`src/rtl/tug_pkg.sv`:
```
// Shared types and constants for the tug-of-war referee: FSM states and
// active-low seven-segment patterns (segment order gfedcba, bit 6 = g).
package tug_pkg;

  typedef enum logic [1:0] {
    PLAY = 2'd0,
    HOLD = 2'd1,
    DONE = 2'd2
  } referee_state_t;

  localparam logic [6:0] SEG_BLANK = 7'b1111111;

  localparam logic [6:0] SEG_DIGITS [16] = '{
    7'h40, 7'h79, 7'h24, 7'h30, 7'h19, 7'h12, 7'h02, 7'h78,
    7'h00, 7'h10, 7'h08, 7'h03, 7'h46, 7'h21, 7'h06, 7'h0E
  };

endpackage

```
`src/rtl/tug_referee_if.sv`:
```
// Player/playfield bundle seen by the referee. The referee takes the slave
// side; the playfield/player logic takes the master side.
interface tug_referee_if #(
  parameter int SCORE_W = 3
);
  // L and R are single-cycle press pulses, already synchronised upstream.
  // There is no valid/ready handshake: every sampled input is acted on at
  // the next clk edge, and outputs are registered.
  logic               L;
  logic               R;
  logic               left_end;
  logic               right_end;
  logic               game_over;
  logic [SCORE_W-1:0] left_score;
  logic [SCORE_W-1:0] right_score;
  logic               match_over;
  logic               winner;
  logic [6:0]         hex_left;
  logic [6:0]         hex_right;

  modport master (
    output L, R, left_end, right_end,
    input  game_over, left_score, right_score, match_over, winner,
           hex_left, hex_right
  );

  modport slave (
    input  L, R, left_end, right_end,
    output game_over, left_score, right_score, match_over, winner,
           hex_left, hex_right
  );
endinterface

```
`src/rtl/seg7_decode.sv`:
```
// Hex digit to active-low seven-segment pattern.
module seg7_decode
  import tug_pkg::*;
(
  input  logic [3:0] digit_i,
  output logic [6:0] seg_o
);

  assign seg_o = SEG_DIGITS[digit_i];

endmodule

```
`src/rtl/tug_referee.sv`:
```
// Round/match referee for the tug-of-war playfield: scores round wins, drives
// game_over back to the lights, declares the winner. TUG_HEX_EN enables the
// seven-segment score digits; otherwise both hex outputs are blank.
module tug_referee
  import tug_pkg::*;
#(
  parameter int WIN_SCORE = 7,
  parameter int SCORE_W   = 3
) (
  input  logic           clk,
  input  logic           reset,
  tug_referee_if.slave   bus,
  output referee_state_t state_o
);

  // Clamp the target so a misconfigured WIN_SCORE still saturates in range.
  localparam int SCORE_MAX = (1 << SCORE_W) - 1;
  localparam int WIN_CLAMP = (WIN_SCORE > SCORE_MAX) ? SCORE_MAX : WIN_SCORE;
  localparam logic [SCORE_W-1:0] WIN_CAP = SCORE_W'(WIN_CLAMP);

  referee_state_t     state_q, state_d;
  logic [SCORE_W-1:0] lscore_q, lscore_d;
  logic [SCORE_W-1:0] rscore_q, rscore_d;
  logic               winner_q, winner_d;
  logic               game_over_q, match_over_q;
  logic               lwin, rwin;

  assign lwin = bus.left_end  & bus.L & ~bus.R;
  assign rwin = bus.right_end & bus.R & ~bus.L;

  always_comb begin
    state_d  = state_q;
    lscore_d = lscore_q;
    rscore_d = rscore_q;
    winner_d = winner_q;
    case (state_q)
      PLAY: begin
        if (lwin) begin
          lscore_d = (lscore_q >= WIN_CAP) ? lscore_q : lscore_q + 1'b1;
          if (lscore_d == WIN_CAP) begin
            state_d  = DONE;
            winner_d = 1'b0;
          end else begin
            state_d = HOLD;
          end
        end else if (rwin) begin
          rscore_d = (rscore_q >= WIN_CAP) ? rscore_q : rscore_q + 1'b1;
          if (rscore_d == WIN_CAP) begin
            state_d  = DONE;
            winner_d = 1'b1;
          end else begin
            state_d = HOLD;
          end
        end
      end
      HOLD:    state_d = PLAY;
      DONE:    state_d = DONE;
      default: state_d = PLAY;
    endcase
  end

  // game_over/match_over are decoded from the next state so they are
  // registered alongside it rather than glitching off the state bits.
  always_ff @(posedge clk) begin
    if (reset) begin
      state_q      <= PLAY;
      lscore_q     <= '0;
      rscore_q     <= '0;
      winner_q     <= 1'b0;
      game_over_q  <= 1'b0;
      match_over_q <= 1'b0;
    end else begin
      state_q      <= state_d;
      lscore_q     <= lscore_d;
      rscore_q     <= rscore_d;
      winner_q     <= winner_d;
      game_over_q  <= (state_d == HOLD) || (state_d == DONE);
      match_over_q <= (state_d == DONE);
    end
  end

  assign bus.game_over   = game_over_q;
  assign bus.match_over  = match_over_q;
  assign bus.winner      = winner_q;
  assign bus.left_score  = lscore_q;
  assign bus.right_score = rscore_q;
  assign state_o         = state_q;

`ifdef TUG_HEX_EN
  seg7_decode u_seg_left (
    .digit_i (4'(lscore_q)),
    .seg_o   (bus.hex_left)
  );
  seg7_decode u_seg_right (
    .digit_i (4'(rscore_q)),
    .seg_o   (bus.hex_right)
  );
`else
  assign bus.hex_left  = SEG_BLANK;
  assign bus.hex_right = SEG_BLANK;
`endif

endmodule

```
`src/flat_wrapper.sv`:
```
// flat-port wrapper written by rule: the top's interface ports become plain ports
module tug_referee_flat import tug_pkg::*;
#(
  parameter int WIN_SCORE = 7,
  parameter int SCORE_W   = 3
)
  (clk, reset, state_o, bus_L, bus_R, bus_left_end, bus_right_end, bus_game_over, bus_left_score, bus_right_score, bus_match_over, bus_winner, bus_hex_left, bus_hex_right);
  tug_referee_if #(.SCORE_W(SCORE_W)) bus_i ();
  input  logic clk;
  input  logic reset;
  output referee_state_t state_o;
  input wire logic [$bits(bus_i.L)-1:0] bus_L;
  input wire logic [$bits(bus_i.R)-1:0] bus_R;
  input wire logic [$bits(bus_i.left_end)-1:0] bus_left_end;
  input wire logic [$bits(bus_i.right_end)-1:0] bus_right_end;
  output wire logic [$bits(bus_i.game_over)-1:0] bus_game_over;
  output wire logic [$bits(bus_i.left_score)-1:0] bus_left_score;
  output wire logic [$bits(bus_i.right_score)-1:0] bus_right_score;
  output wire logic [$bits(bus_i.match_over)-1:0] bus_match_over;
  output wire logic [$bits(bus_i.winner)-1:0] bus_winner;
  output wire logic [$bits(bus_i.hex_left)-1:0] bus_hex_left;
  output wire logic [$bits(bus_i.hex_right)-1:0] bus_hex_right;
  assign bus_i.L = bus_L;
  assign bus_i.R = bus_R;
  assign bus_i.left_end = bus_left_end;
  assign bus_i.right_end = bus_right_end;
  assign bus_game_over = bus_i.game_over;
  assign bus_left_score = bus_i.left_score;
  assign bus_right_score = bus_i.right_score;
  assign bus_match_over = bus_i.match_over;
  assign bus_winner = bus_i.winner;
  assign bus_hex_left = bus_i.hex_left;
  assign bus_hex_right = bus_i.hex_right;
  tug_referee #(.WIN_SCORE(WIN_SCORE), .SCORE_W(SCORE_W)) u_core (.clk(clk), .reset(reset), .bus(bus_i), .state_o(state_o));
endmodule
```
`config.mk`:
```
export PLATFORM = sky130hd
export DESIGN_NAME = tug_referee_flat
export DESIGN_NICKNAME = d
export VERILOG_FILES = /design/src/rtl/tug_pkg.sv /design/src/rtl/tug_referee_if.sv /design/src/rtl/seg7_decode.sv /design/src/rtl/tug_referee.sv /design/src/flat_wrapper.sv
export SDC_FILE = /design/constraint.sdc
export NUM_CORES = 1
export LEC_CHECK = 0
export CAP_MARGIN = 5
export CORE_MARGIN = 3
export CORE_UTILIZATION = 37
export DETAILED_ROUTE_END_ITERATION = 12
export PLACE_DENSITY = 0.84
export SLEW_MARGIN = 20
export SYNTH_ARGS = -nofsm -noshare
export SYNTH_HDL_FRONTEND = slang
export SYNTH_HIERARCHICAL = 1
export SYNTH_SLANG_ARGS = --single-unit
```
`constraint.sdc`:
```
create_clock -name clk -period 1.8 [get_ports clk]
set_input_delay 0.18 -clock clk [delete_from_list [all_inputs] [get_ports clk]]
set_output_delay 0.18 -clock clk [all_outputs]
set_load 0.005 [all_outputs]
```
==> flow_summary.yaml, run 1 <==
grt:
  grt-ovfl-total: 0
  track_usage_pct: 12.7
  antenna_found_initial: 0
  grt_pass1_wl_mm: 2.38
  grt_pass1_vias: 565
  grt_max_degree: 11
die:
  chipWidth_microns: 49.9
  io_pins: 31
  std_cell_rows: 15
  initial_utilization_pct: 40.1
  core_sq_um: 1780
  die_h_microns: 49.9
  die-area_sq_um: 2490
placement:
  dpl.hpwl_mm: 1.14
  portBuffers: 16
  gp_congestion: 0.767
  place_inst: 122
routing:
  drtAntennaViolNets: 0
  drc: 0
  drt-total-wl_mm: 1.53
  viasPerCell: 4.98
  drt-pass1-iter-count: 4
  vias: 633
  wl_per_cell_microns: 12.1
  initialDrtViolationCount: 12
sta:
  hold_violations: 0
  setup_viol: 0
  final_max_slew_viol_count: 0
  fin_skew_ns: 0.00309
  finalCriticalPeriod_ns: 1.74
  period_share_pct: 96.5
  max_freq_mhz: 576
yosys:
  synthCells: 80
  synth_cell_types: 33
  yosysWarnings: 6
  synth_area_leader_cell: "dfxtp_1"
  synth_edf_count: 0
  ys_async_sr_fraction_pct: 0
  yosys_most_used_dff: "dfxtp_1"
  synth_area_per_cell_sq_um: 8.93
  synth-seq-cells: 11
  synth_top_area_share_pct: 30.8
  synthesis.area_sq_um: 714
  yosysSeqAreaShare_pct: 30.8
  ys_top_cells_by_area: "dfxtp_1 31%, buf_4 15%, ha_1 8.8%"
critical_path:
  slowest_stage: "dfxtp_2"
  ff2ff_setup_slack_ns: 0.06
  cp-endpoint: "u_core/bus.game_over"
  worstPathMaxFanout: 3
  arrival_ns: 1.93
  cpPeakStageDelay_ns: 0.32
  cp_cell_sequence: "ha_2 > ha_4 > and4bb_2 > o21ai_2 > a21oi_1 > ha_2 > nor2_1"
  crit_top_cell: "ha_2"
  crit_start: "u_core/bus.left_score[0]"
  reg2regPathDepth: 7
  startpoint_type: "flop"
  end_kind: "flop"
  crit_required_ns: 2.00
  critical_path_class: "reg2reg"
  reg2reg_to: "u_core/bus.game_over"
  r2r-start: "u_core/bus.left_score[0]"
run_status:
  outcome: "finished clean"
clock_tree:
  clock_sinks: 11
  tritoncts: "done"
  cts_root_buf: "clkbuf_4"
  clk_path_buf_depth: 2
  clk_pin_slew_worst_paths_ns: 0.07
  htree_levels: 1
  postCtsHoldBufs: 0
  cts_made_buffers: 3
  worstSkewPairLatency_ns: 0.26
cells_and_area:
  finalNonFillerCells: 127
  nNetsFinal: 114
  final_layout_size_suffix_gt1_share_pct: 17.6
  areaGrowthSynthToFinish_pct: 29.9
  fin_util_pct: 52.1
  insertedDiodeCount: 0
power_and_ir_drop:
  p_per_area_nw_per_um2: 527
  ir_drop_mv: 0.358
  leakage_uw: 0.000404
min_path:
  hold_path_class: "reg2reg"
job:
  cap_viol_max_count: 0
==> worst max-delay path, delay by kind of cell, from the launching register on <==
kind                       cells  cell delay [ns]
AOI/OAI and AO/OA              2             0.25
adders and majority gates      3             0.73
DFF                            1             0.32
and+or+nand+nor                2             0.35
==> how the worst min path moves through the flow <==
stage	cells after the start	slack [ns]	startpoint	to
after floorplan	0	0.46	u_core/bus.game_over	bus_game_over
after global placement	1	0.49	u_core/bus.winner	u_core/bus.winner
after detailed placement	1	0.49	u_core/bus.winner	u_core/bus.winner
after CTS	1	0.52	u_core/bus.winner	u_core/bus.winner
after global routing	1	0.57	u_core/bus.winner	u_core/bus.winner
final	1	0.51	u_core/bus.winner	u_core/bus.winner
==> logic make-up (layout without fill, tap and decap cells) <==
family                     after synthesis  count (layout)  share of synthesized area, %
AOI/OAI and AO/OA                       19              19                          18.0
adders and majority gates                5               5                          8.76
buffers and inverters                   17              26                          16.5
DFF                                     11              11                          30.8
muxes                                    3               3                          4.38
other                                    1              14                         0.525
and+or+nand+nor                         24              24                          21.0
==> routing by layer <==
layer  wire length, microns  vias to the layer above  global-route usage, %
li1                       -                      306                      -
met1                    659                      301                   13.3
met2                    761                       24                   21.8
met3                     85                        2                   3.02
met4                     27                        0                   9.68
met5                      0                        -                      0
==> what timing repair did <==
| action | CTS | global route |
|---|---|---|
| endpoints found under the setup margin | 2 | 2 |
| buffers inserted | 0 | 1 |
| resized for setup | 0 | 8 |
| cloned | 0 | 0 |
| hold endpoints to repair | 0 | 0 |
| pin swaps | 1 | 4 |
==> cells in the final DEF, fill, tap and decap left out, types with 3 or more instances in the layout <==
master / n
a21oi_1: 5
clkbuf_4: 3
clkdlybuf4s50_1: 16
nor2_1: 4
conb_1: 14
dfxtp_1: 9
buf_4: 5
nand2_1: 5
==> final cells by class <==
| type | instances | area [sq um] |
|---|---|---|
| sequential | 11 | 223 |
| inverter | 1 | 3.75 |
| clock buffer | 4 | 26.3 |
| multi-input combinational | 65 | 447 |
| tap | 25 | 31.3 |
| timing repair buffer | 21 | 198 |
| fill | 170 | 855 |
==> stage by stage <==
step	cell area, sq um	hold WS [ns]	setup TNS, ns	total power (uW)	worst slack [ns]
CTS	897	0.517	0	495	0.0409
finish	928	0.512	0	489	0.0631
floorplan	763	0.464	0	316	0.0161
global route	928	0.568	-0.000414	518	-0.000414
global placement	871	0.495	0	322	0.0474
detailed placement	871	0.491	-0.0211	324	-0.0131
==> synth_stat cells, types with 2 or more instances <==
cell and n:
a21o_1 2, a21oi_1 5, a31oi_1 2, and3b_1 2
buf_4 14, dfxtp_1 11, ha_1 5, mux2i_1 2
nand2_1 5, nand3_1 2, nand3b_1 2, nor2_1 4
nor2b_1 2, nor3_2 2, o31ai_1 2
==> power breakdown <==
| group | switching [uW] | internal, uW |
|---|---|---|
| Sequential | 5.08 | 249 |
| Combinational | 34.3 | 34.7 |
| Clock | 81.0 | 85.6 |
| Total | 120 | 369 |
No activity file was read; power rests on OpenSTA's default activity.
==> run 2: changes to the inputs <==
- GPL_TIMING_DRIVEN: unset -> 0
==> run 2 against run 1 <==
Register-to-register slack lost 0.04 ns. Die area did not move. Worst setup slack worse by 0.037 ns. Sequential power about the same. Maximum frequency fell by 2.1%.
==> flow_summary.yaml, run 2 (same netlist as run 1, synthesis figures left out) <==
clock_tree:
  htree_levels: 1
  cts_root_buf: "clkbuf_4"
  worstSkewPairLatency_ns: 0.26
  clock_sinks: 11
  cts_made_buffers: 3
  clk_path_buf_depth: 2
  clk_pin_slew_worst_paths_ns: 0.06
  tritoncts: "done"
sta:
  rsz0062_at_grt: "true"
  hold_ws_ns: 0.305
  max_freq_mhz: 564
  finalCriticalPeriod_ns: 1.77
  final.setup.tns_ns: 0
  hold_violations: 0
  final_max_slew_viol_count: 0
  fin_skew_ns: 0.00107
  period_share_pct: 98.6
  setup_viol: 0
routing:
  drc: 0
  vias: 647
  drtAntennaViolNets: 0
  initialDrtViolationCount: 11
  drt-total-wl_mm: 1.52
  wl_met3_microns: 103
  drt-pass1-iter-count: 4
  drt-met1-wl_microns: 628
  top_layer: "met4"
  viasPerCell: 4.62
  wl_per_cell_microns: 10.9
  wl_met2_microns: 764
cells_and_area:
  final_cell_mix: "17 x buf_4, 15 x clkdlybuf4s50_1, 14 x conb_1"
  final_layout_size_suffix_gt1_share_pct: 27.0
  insertedDiodeCount: 0
  areaGrowthSynthToFinish_pct: 45.5
  fin_util_pct: 58.3
  mostFrequentLayoutCell: "buf_4"
  fillers: 162
  nNetsFinal: 127
  final_cell_area_sq_um: 1040
die:
  initial_utilization_pct: 40.1
  core_sq_um: 1780
  io_pins: 31
  chipWidth_microns: 49.9
  die-area_sq_um: 2490
  die_h_microns: 49.9
  std_cell_rows: 15
placement:
  gp_congestion: 0.676
  place_area_sq_um: 945
  dpl.hpwl_mm: 1.08
  portBuffers: 15
grt:
  track_usage_pct: 12.5
  antenna_found_initial: 0
  grt_pass1_vias: 591
  grt-ovfl-total: 0
  grt_pass1_wl_mm: 2.34
  grt_max_degree: 11
critical_path:
  critical_path_class: "reg2reg"
  worstPathMaxFanout: 4
  startpoint_type: "flop"
  arrival_ns: 1.91
  end_kind: "flop"
  crit_required_ns: 1.94
power_and_ir_drop:
  power_uw: 504
  leakage_uw: 0.000459
  ir_drop_mv: 0.358
  p_per_area_nw_per_um2: 485
min_path:
  hold_path_class: "in2reg"
job:
  cap_viol_max_count: 0
run_status:
  outcome: "finished clean"
-- run 2: changes by cell type in the layout (fill, tap and decap cells not counted), moves of 2 or more --
cell	change
dfxtp_4	+2
dfxtp_2	-2
ha_2	-2
buf_4	+12
-- run 2: timing repair --
action,4_1_cts,5_1_grt
setup buffers,2,1
hold buffers,0,0
endpoints found under the setup margin,2,2
pin swaps,5,7
gates resized for setup,6,6
gates cloned,0,0
-- run 2: routing by layer --
layer | vias to the layer above | global-route usage, %
met2 | 23 | 19.6
met3 | 2 | 6.04
met1 | 290 | 13.8
met5 | - | 0
met4 | 0 | 6.45
li1 | 332 | -
-- run 2: layout make-up --
cell class              count  area, sq um  area share [%]
plain buffers              16          114            11.0
multi-input cells          65          464            44.6
clock buffers               4         26.3            2.53
inverters                   1         3.75           0.361
flip-flops and latches     11          228            21.9
repair buffers             18          173            16.6
well taps                  25         31.3            3.01
-- run 2: worst max-delay path, cell delays in order, from the launching register on --
cell and delay (ns):
dfxtp_4 0.36, ha_4 0.16, ha_4 0.23, and4bb_2 0.27, nor3_4 0.21, o21ai_2 0.09
ha_1 0.29, nor2_1 0.04
-- run 2: power by group --
part	total (uW)	switching, uW	internal [uW]
clock	159	73.7	85.6
sequential	252	5.72	247
combinational	92.6	38.6	54.0
-- run 2: final timing paths --
check	startpoint	endpoint	slack [ns]	cells after the start
max	u_core/bus.left_score[1]	u_core/bus.game_over	0.03	7
min reg2reg	u_core/bus.winner	u_core/bus.winner	0.52	1
max reg2reg	u_core/bus.left_score[1]	u_core/bus.game_over	0.03	7
min	reset	u_core/bus.match_over	0.30	2
-- run 2: metrics by stage --
step / setup WS [ns] / cells
floorplan: 0.0161 / 93
global placement: -0.0634 / 133
detailed placement: -0.123 / 133
CTS: 0.0311 / 139
global route: -0.0586 / 140
finish: 0.0258 / 140
==> run 3: changes to the inputs <==
- CORE_MARGIN: 3 -> 2
==> run 3 against run 2 <==
Clock power up 11%. Die area fell by 7.8%. First-iteration DRC count grew to 4.4 times the previous value. Core utilization is 0.30 points lower. Combinational power is 0.6% higher. Hold slack worse by 0.010 ns. Critical path depth is the same. Total power up 3.2%. Sequential cell count unchanged. Critical path type unchanged. Largest cell class unchanged. Largest power group unchanged.
==> flow_summary.yaml, run 3 (same netlist as run 1, synthesis figures left out) <==
critical_path:
  cp_cell_sequence: "ha_2 > ha_4 > and4bb_2 > nor3_4 > o21ai_2 > ha_1 > nor2_1"
  arrival_ns: 1.91
  slowest_stage: "dfxtp_4"
  startpoint_type: "flop"
  end_kind: "flop"
  worstPathMaxFanout: 3
  critical_path_class: "reg2reg"
  crit_required_ns: 1.95
  cpPeakStageDelay_ns: 0.35
clock_tree:
  clock_sinks: 11
  htree_levels: 1
  clk_path_buf_depth: 2
  cts_root_buf: "clkbuf_4"
  clk_pin_slew_worst_paths_ns: 0.08
  tritoncts: "done"
  postCtsHoldBufs: 0
  cts_made_buffers: 3
  worstSkewPairLatency_ns: 0.27
placement:
  portBuffers: 15
  dpl.hpwl_mm: 1.06
  place_inst: 133
  dp_slack_ns: -0.104
  gp_congestion: 0.753
power_and_ir_drop:
  power_uw: 520
  p_per_area_nw_per_um2: 508
  leakage_uw: 0.000455
  ir_drop_mv: 0.301
cells_and_area:
  insertedDiodeCount: 0
  nNetsFinal: 126
  areaGrowthSynthToFinish_pct: 43.3
  finalNonFillerCells: 139
  final_cell_mix: "16 x buf_4, 15 x clkdlybuf4s50_1, 14 x conb_1"
  final_layout_size_suffix_gt1_share_pct: 27.2
  mostFrequentLayoutCell: "buf_4"
routing:
  wl_per_cell_microns: 12.0
  drtAntennaViolNets: 0
  drc: 0
  drt-total-wl_mm: 1.67
  viasPerCell: 4.90
  initialDrtViolationCount: 48
  vias: 681
  drt-pass1-iter-count: 4
grt:
  grt_pass1_wl_mm: 2.28
  grt_pass1_vias: 551
  antenna_found_initial: 0
  grt_max_degree: 11
  track_usage_pct: 15.0
  grt-ovfl-total: 0
die:
  core_sq_um: 1760
  die-area_sq_um: 2300
  die_h_microns: 47.9
  std_cell_rows: 15
  io_pins: 31
  initial_utilization_pct: 40.5
  chipWidth_microns: 47.9
sta:
  period_share_pct: 98.0
  final_max_slew_viol_count: 0
  setup_slack_ns: 0.0362
  setup_viol: 0
  fin_skew_ns: 0.00143
  max_freq_mhz: 567
  finalCriticalPeriod_ns: 1.76
  hold_violations: 0
min_path:
  hold_path_class: "in2reg"
run_status:
  outcome: "finished clean"
job:
  cap_viol_max_count: 0
## run 3: worst max-delay path, delay by kind of cell (launching register included)
kind | cells | cell delay (ns)
compound gates | 1 | 0.10
simple gates | 3 | 0.51
fa+ha+maj | 3 | 0.69
flops | 1 | 0.35
## run 3: cell type report
type	instances	area, sq um
timing repair buffer	17	165
sequential	11	228
buffer	16	114
clock buffer	3	22.5
tap	25	31.3
clock inverter	1	5.00
fill	159	741
inverter	1	3.75
multi-input combinational	65	454
## run 3: worst paths after layout
kind                             from                   end  slack, ns  cells past startpoint
max reg2reg  u_core/bus.left_score[0]  u_core/bus.game_over       0.04                      7
min reg2reg         u_core/bus.winner     u_core/bus.winner       0.53                      1
max          u_core/bus.left_score[0]  u_core/bus.game_over       0.04                      7
min                             reset  u_core/bus.game_over       0.29                      2
## run 3: metrics by stage
| step | instance area [sq um] | util [%] | setup TNS (ns) | hold slack, ns |
|---|---|---|---|---|
| final | 1020 | 58.0 | 0 | 0.295 |
| after CTS | 985 | 55.8 | 0 | 0.281 |
| after global placement | 945 | 53.5 | -0.113 | 0.494 |
| after floorplan | 763 | - | 0 | 0.464 |
| after global routing | 1020 | 58.0 | -0.0170 | 0.305 |
| after detailed placement | 945 | 53.5 | -0.195 | 0.517 |
## run 3: what timing repair did
item                                    CTS  global route
setup buffers                             1             1
endpoints found under the setup margin    2             2
resized for setup                         4             8
pin swaps                                 3             4
## run 3: power by group
part	switching, uW	internal, uW
logic	40.4	52.8
clock network	93.5	82.2
registers	5.11	246
## run 3: metal layers
metal  GRT usage, %  vias up  wire [microns]
li1               -      331               -
met1           17.4      291             708
met2           24.0       47             756
met3           3.77       12             136
met4           10.3        0              73
met5              0        -               0
